$ cat config.mk
export PLATFORM = sky130hd
export DESIGN_NAME = ultrasonic_echo_responder
export DESIGN_NICKNAME = d
export VERILOG_FILES = /design/src/rtl/ultrasonic_echo_responder.sv
export SDC_FILE = /design/constraint.sdc
export NUM_CORES = 1
export LEC_CHECK = 0
export BUFFER_PORTS_ARGS = -buffer_cell sky130_fd_sc_hd__buf_2
export CORE_AREA = 2 2 127 129
export CTS_CLUSTER_SIZE = 12
export DETAILED_ROUTE_END_ITERATION = 6
export DIE_AREA = 0 0 129 131
export SLEW_MARGIN = 20
export SYNTH_ARGS = -nofsm -noshare
export SYNTH_HDL_FRONTEND = slang
export SYNTH_SLANG_ARGS = --single-unit
export TNS_END_PERCENT = 30
$ cat constraint.sdc
create_clock -name clk -period 7.8 [get_ports clk]
set_input_delay 1.17 -clock clk [delete_from_list [all_inputs] [get_ports clk]]
set_output_delay 1.17 -clock clk [all_outputs]
set_load 0.01 [all_outputs]
$ cat src/rtl/ultrasonic_echo_responder.sv
// Purpose : sensor-side model of an ultrasonic trigger/echo ranger; accepts a trigger pulse of
//           sufficient width, waits the burst time, then drives echo for a distance-proportional width.
// Latency : trigger_i -> internal edge 3 cycles; echo rises 3+BURST cycles after trigger is sampled low.
// Backpressure: none; triggers arriving while busy are reported on trig_ignored_o and dropped.
// Ports   : clk/rst (async, active-high); trigger_i (async), distance_cm_i, object_present_i in;
//           echo_o, busy_o, trig_short_o, trig_ignored_o out (all registered).
module ultrasonic_echo_responder #(
    parameter int CLK_HZ      = 50_000_000,
    parameter int MIN_TRIG_US = 10,
    parameter int BURST_US    = 200,
    parameter int US_PER_CM   = 58,
    parameter int MIN_CM      = 2,
    parameter int MAX_CM      = 400,
    parameter int TIMEOUT_US  = 38000,
    parameter int HOLDOFF_US  = 10000
) (
    input  logic       clk,
    input  logic       rst,
    input  logic       trigger_i,
    input  logic [8:0] distance_cm_i,
    input  logic       object_present_i,
    output logic       echo_o,
    output logic       busy_o,
    output logic       trig_short_o,
    output logic       trig_ignored_o
);

    localparam int CYC_US      = CLK_HZ / 1_000_000;
    localparam int TRIG_MIN    = MIN_TRIG_US * CYC_US;
    localparam int BURST_CYC   = BURST_US * CYC_US;
    localparam int HOLD_CYC    = HOLDOFF_US * CYC_US;
    localparam int TIMEOUT_CYC = TIMEOUT_US * CYC_US;
    localparam int CM_CYC      = US_PER_CM * CYC_US;
    localparam int TW          = $clog2(TRIG_MIN + 2);

    typedef enum logic [2:0] {IDLE, TRIG_HI, BURST, ECHO, HOLDOFF} state_t;

    state_t        state;
    logic          sync1, sync2, trig_q;
    logic [TW-1:0] width_cnt;
    logic [31:0]   cnt;
    logic [8:0]    dist_q;
    logic          pres_q;
    logic [8:0]    dist_cl;
    logic [31:0]   echo_len;
    logic          rise, fall;

    assign rise = sync2 & ~trig_q;
    assign fall = ~sync2 & trig_q;

    // Echo width from the values latched at trigger acceptance, full 32-bit product.
    always_comb begin
        dist_cl = dist_q;
        if (dist_q < 9'(MIN_CM))
            dist_cl = 9'(MIN_CM);
        else if (dist_q > 9'(MAX_CM))
            dist_cl = 9'(MAX_CM);
        echo_len = pres_q ? (32'(dist_cl) * 32'(CM_CYC)) : 32'(TIMEOUT_CYC);
    end

    // Two-stage synchronizer followed by the edge-detect register.
    always_ff @(posedge clk or posedge rst) begin
        if (rst) begin
            sync1  <= 1'b0;
            sync2  <= 1'b0;
            trig_q <= 1'b0;
        end else begin
            sync1  <= trigger_i;
            sync2  <= sync1;
            trig_q <= sync2;
        end
    end

    always_ff @(posedge clk or posedge rst) begin
        if (rst) begin
            state          <= IDLE;
            width_cnt      <= '0;
            cnt            <= '0;
            dist_q         <= '0;
            pres_q         <= 1'b0;
            echo_o         <= 1'b0;
            busy_o         <= 1'b0;
            trig_short_o   <= 1'b0;
            trig_ignored_o <= 1'b0;
        end else begin
            trig_short_o   <= 1'b0;
            trig_ignored_o <= rise && (state == BURST || state == ECHO || state == HOLDOFF);
            case (state)
                IDLE: begin
                    // The rising-edge cycle itself is the first high cycle of the pulse.
                    if (rise) begin
                        state     <= TRIG_HI;
                        width_cnt <= TW'(1);
                    end
                end
                TRIG_HI: begin
                    if (fall) begin
                        if (width_cnt >= TW'(TRIG_MIN)) begin
                            state  <= BURST;
                            busy_o <= 1'b1;
                            dist_q <= distance_cm_i;
                            pres_q <= object_present_i;
                            cnt    <= '0;
                        end else begin
                            state        <= IDLE;
                            trig_short_o <= 1'b1;
                        end
                    end else if (sync2 && width_cnt < TW'(TRIG_MIN)) begin
                        width_cnt <= width_cnt + TW'(1);
                    end
                end
                BURST: begin
                    // Terminal count of BURST_CYC (not -1): the extra cycle covers the
                    // edge-detect stage so echo lands 3+BURST cycles after trigger low.
                    if (cnt == 32'(BURST_CYC)) begin
                        state  <= ECHO;
                        echo_o <= 1'b1;
                        cnt    <= '0;
                    end else begin
                        cnt <= cnt + 32'd1;
                    end
                end
                ECHO: begin
                    if (cnt == echo_len - 32'd1) begin
                        state  <= HOLDOFF;
                        echo_o <= 1'b0;
                        cnt    <= '0;
                    end else begin
                        cnt <= cnt + 32'd1;
                    end
                end
                HOLDOFF: begin
                    if (cnt == 32'(HOLD_CYC) - 32'd1) begin
                        state  <= IDLE;
                        busy_o <= 1'b0;
                        cnt    <= '0;
                    end else begin
                        cnt <= cnt + 32'd1;
                    end
                end
                default: begin
                    state  <= IDLE;
                    busy_o <= 1'b0;
                    echo_o <= 1'b0;
                end
            endcase
        end
    end

endmodule

Word level (Yosys, flattened, before mapping)
Index checks and enable logic that the tools add are counted.

storage, ports and cells
  bits in registers = 61
  output and inout bits = 4
  input port bits = 13

operators by class
  equality and inequality tests = 15
  bitwise logic cells = 6
  magnitude comparators = 4
  multipliers = 1
  reduce and logical (&&, ||, !) cells = 15
  add/sub/neg operators = 3
  multiplexer cells = 30

operator list
  kind                   count
  $mux 32                5
  $pmux 32 s4            1
  $mux 9                 5
  $add 32x1->32 const B  1
  $eq 32x14->1 const B   1
  $eq 32x19->1 const B   1
  $eq 32x32->1           1
  $sub 21x1->22 const B  1
  $mux 21                1
  $mul 9x10->19 const B  1
  $pmux 9 s2             1
  $mux 3                 5
  $pmux 3 s5             1
  $ne 2x2->1 const B     5
  $add 9x1->9 const B    1
  $ge 9x9->1 const B     1
  $gt 9x9->1 const B     1
  $lt 9x2->1 const B     1
  $lt 9x9->1 const B     1
  $reduce_and 3->1       3
  $mux 1                 8
  $reduce_and 4->1       2
  $eq 3x2->1 const B     2
  $ne 2x1->1 const B     3
  other kinds (13)       21

Longest topological paths before layout
  depth in word-level cells = 9
  mapped depth = 25
  gate-level depth less buffers = 21

Least setup slack after synthesis
Ideal clock, no wire load.

  path kind = register -> register
  start point = reg dist_q[5]
  end point = reg cnt[28]
  setup time = 0.130 ns
  setup slack = 1.120 ns
  data arrival time = 6.550 ns
  stages on the path, launching flop included = 24
  clock period less this slack = 6.680 ns
  cell sequence = dfrtp_1 o311ai_1 and3_1 clkbuf_1 ha_1 ha_1 inv_1 fa_1 fa_1 inv_1 ha_1 buf_6 a21o_1 a221o_1 a21oi_1 mux2i_1 o2111ai_1 nor4_1 mux2_2 a211oi_2 nand3_4 a31oi_4 buf_6 o32ai_1

on the way
  cells in the longest elaborated chain, start to end = 9

RTL lines
  what                    RTL line  source
  start, declared         42        logic [8:0] dist_q;
  start signal, assigned  101       dist_q <= distance_cm_i;
  $gt 9x9->1              56        else if (dist_q > 9'(MAX_CM))
  $mux 9                  56
  $mux 9 *                54        if (dist_q < 9'(MIN_CM))
  $mul 9x10->19 *         58        echo_len = pres_q ? (32'(dist_cl) * 32'(CM_CYC)) : 32'(TIMEOUT_CYC);
  $mux 21 *               58
  $sub 21x1->22 *         124       if (cnt == echo_len - 32'd1) begin
  $eq 32x32->1 *          124
  $mux 32 *               124
  $pmux 32 s4 *           88        case (state)
  end signal, assigned    120       cnt <= cnt + 32'd1;
  end signal, assigned    129       cnt <= cnt + 32'd1;
  end signal, assigned    138       cnt <= cnt + 32'd1;
  end, declared           41        logic [31:0] cnt;

Mark *: on every way between the ends. The rest lies on a longest branch, timed or not.
A chain may end at the register's enable or synchronous reset.

Worst setup path after layout
  start point = reg dist_q[5]
  end point = reg cnt[0]

The elaborated chain is that of the path after synthesis.

==> impl_metrics.yaml <==
outcome:
  run_status: "complete, no violations"
power:
  ir_worst_vdd_mv: 0.0957
  leakage_nw: 3.07
  power_mw: 0.887
  power_density_mw_per_mm2: 133
floorplanning:
  fp.dieW_um: 129
  die_area_mm2: 0.0169
  core_area_mm2: 0.0156
  placementRows: 46
  die_h_um: 131
  initial_utilization_pct: 38.8
  num_io_pins: 17
sta:
  skew_ns: 0.00896
  slew_violations: 0
  fmax_mhz: 137
  hold_viol: 0
  hold_ws_ns: 0.351
  tightest_slew_ns: 0.952
  period_share_pct: 93.5
  setup_ws_ns: 0.505
  setup_tns_ns: 0
  setup-violations-final: 0
  min_period_ns: 7.29
  slew-limit-headroom_pct: 36.5
  rsz0062_at_grt: "no"
setup_path:
  crit_path_top_delay_cell: "o311ai_2"
  path_buf_inv: 3
  crit_type: "register to register"
  cp_slowest_stage_delay_ns: 0.59
  end_kind: "register"
  cp.depth: 21
  critPathArrivalTime_ns: 7.47
  cp-start-kind: "register"
  crit_required_ns: 7.97
  reg2reg_depth: 21
  worstPathCellList: "o311ai_2, and3_1, ha_1, ha_1, inv_1, fa_1, fa_1, inv_1, ha_1, a21o_1, a221o_1, a21oi_1, mux2i_2, o2111ai_1, nor4_1, mux2_2, a211oi_2, nand3_4, a31oi_4, buf_4, mux2i_1"
  cp_max_fo: 22
  crit_top_cell: "ha_1"
  critPathTopFamily: "compound AO/OA/AOI/OAI gates"
grt:
  grt_pass1_wl_um: 25400
  antenna_found_initial: 0
  grt_max_degree: 62
  gr-usage-all-layers_pct: 18.7
  grt_overflow: 0
  grt_pass1_vias: 5171
placed_design:
  dpl.cell_count: 894
  placed_area_mm2: 0.00629
  place_ws_ns: 0.233
  hpwl_um: 11200
  place_congestion: 0.864
  port_buffers: 16
logic_synthesis:
  avgSynthCellArea_um2: 8.79
  synthCells: 689
  ys_seq_area_share_pct: 25.2
  ys_async_sr_fraction_pct: 100
  ys_ff_latch: 61
  synth.yosys.warnings: 0
  synth_area_mm2: 0.00606
  synth_edf_count: 0
  yosysUniqueCellTypes: 77
  syn_nets: 777
  synthFlopType: "dfrtp_1"
cts:
  clkTransAtPathRegs_ns: 0.06
  tritoncts: "built"
  insertion_delay_ns: 0.34
  clockBufferDepth: 2
  htree_num_levels: 3
  cts_sinks: 61
  numCtsBuffers: 9
  cts_root_buffer: "clkbuf_16"
cells_and_area:
  fillers: 1532
  final_area_mm2: 0.00665
  multi_input_area_mm2: 0.00420
  antennaDiodeCount: 0
  area_growth_pct: 9.86
  area.sequential_mm2: 0.00153
  final_nets: 777
  drive_above_1_share_pct: 10.2
  fin_cells: 910
  final_util_pct: 42.7
detailed_routing:
  drt_first_pass_iters: 5
  viasPerCell: 5.72
  postRouteAntennaNets: 0
  dr.first_iter.drc_count: 291
  drc_errors: 0
  routed_wl_um: 14800
  post_drt_wl_per_cell_um: 16.3
  via_count: 5209
flow_run:
  cap_violations: 0
min_path:
  hold_path.class: "register to register"
  hold_path_depth: 0
-- state kept, by name, indices dropped and copies added, names as in the netlist --
signal,flops
cnt,32
dist_q,9
width_cnt,9
state,3
busy_o,1
echo_o,1
pres_q,1
sync1,1
sync2,1
trig_ignored_o,1
trig_q,1
trig_short_o,1
-- final timing paths --
path	startpoint	to	slack, ns
setup / recovery	dist_q[5]$_DFFE_PP0P_	cnt[0]$_DFFE_PP0P_	0.51
hold / removal	sync1$_DFF_PP0_	sync2$_DFF_PP0_	0.35
setup reg to reg	dist_q[5]$_DFFE_PP0P_	cnt[0]$_DFFE_PP0P_	0.51
hold reg to reg	sync1$_DFF_PP0_	sync2$_DFF_PP0_	0.35
max in group asynchronous	rst	width_cnt[4]$_DFFE_PP0P_	6.20
min in group asynchronous	rst	dist_q[6]$_DFFE_PP0P_	1.05
-- placed cells by master (no fill, tap or decap), types with 16 or more instances in the layout --
cell type / instances
a21oi_1: 20
buf_2: 16
dfrtp_1: 61
fa_1: 21
ha_1: 54
inv_1: 53
nand2_1: 64
nand3_1: 31
nor2_1: 32
o21ai_0: 39
xnor2_1: 20
-- power by group --
part / switching [mW] / internal [mW]
combinational: 0.0426 / 0.0270
sequential: 0.0202 / 0.328
clock: 0.156 / 0.313
total: 0.218 / 0.668
-- cell type report --
class                      count  area share, %
sequential                    61           22.9
inverter                      54           3.05
timing repair buffer          20           1.66
tap                          216           4.06
multi-input combinational    543           63.1
clock buffer                   9           3.39
clock inverter                 7           1.84
-- cells in the mapped netlist (10+ instances only) --
cell,count,area share [%]
o31ai_1,14,1.7
nand2b_1,15,1.5
clkbuf_1,22,1.4
and3_1,14,1.4
inv_1,54,3.3
nand3_1,31,2.6
a21o_1,15,1.9
fa_1,21,6.9
o21ai_0,39,3.2
xnor2_1,20,2.9
ha_1,54,11
dfrtp_1,61,25
and2_1,14,1.4
nand2_1,64,4.0
nor3_1,11,0.91
xor2_1,15,2.2
a21oi_1,20,1.7
nor2_1,32,2.0
mux2_2,10,1.9
-- routing by layer --
layer	vias to the layer above	wire, um	track usage [%]
met1	2616	7180	25.0
met2	71	7080	31.9
li1	2507	-	-
met4	0	195	5.75
met3	15	342	2.20
met5	-	0	0
-- worst reg2reg max path, delay by kind of cell (launching register included) --
| family | cells | cell delay (ns) |
|---|---|---|
| adders and majority gates | 5 | 2.08 |
| DFF | 1 | 0.44 |
| muxes | 3 | 0.97 |
| AOI/OAI and AO/OA | 7 | 2.36 |
| and+or+nand+nor | 3 | 0.86 |
| buffers and inverters | 3 | 0.42 |
-- cell families after synthesis --
kind of cell             count (synthesis)  synth area share [%]
adder cells (fa/ha/maj)                 75                  18.1
multiplexers                            17                  3.02
AND/OR/NAND/NOR                        242                  21.6
buffers and inverters                   85                  5.89
flip-flops                              61                  25.2
AO/OA/AOI/OAI                          173                  20.7
XOR/XNOR                                36                  5.43
-- repair_timing --
action / CTS / global route
endpoints found under the setup margin: 0 / 33
resized for setup: 0 / 2
hold buffers: 0 / 0
buffers inserted: 0 / 0
Note: power is estimated with default switching activity, not from simulation.
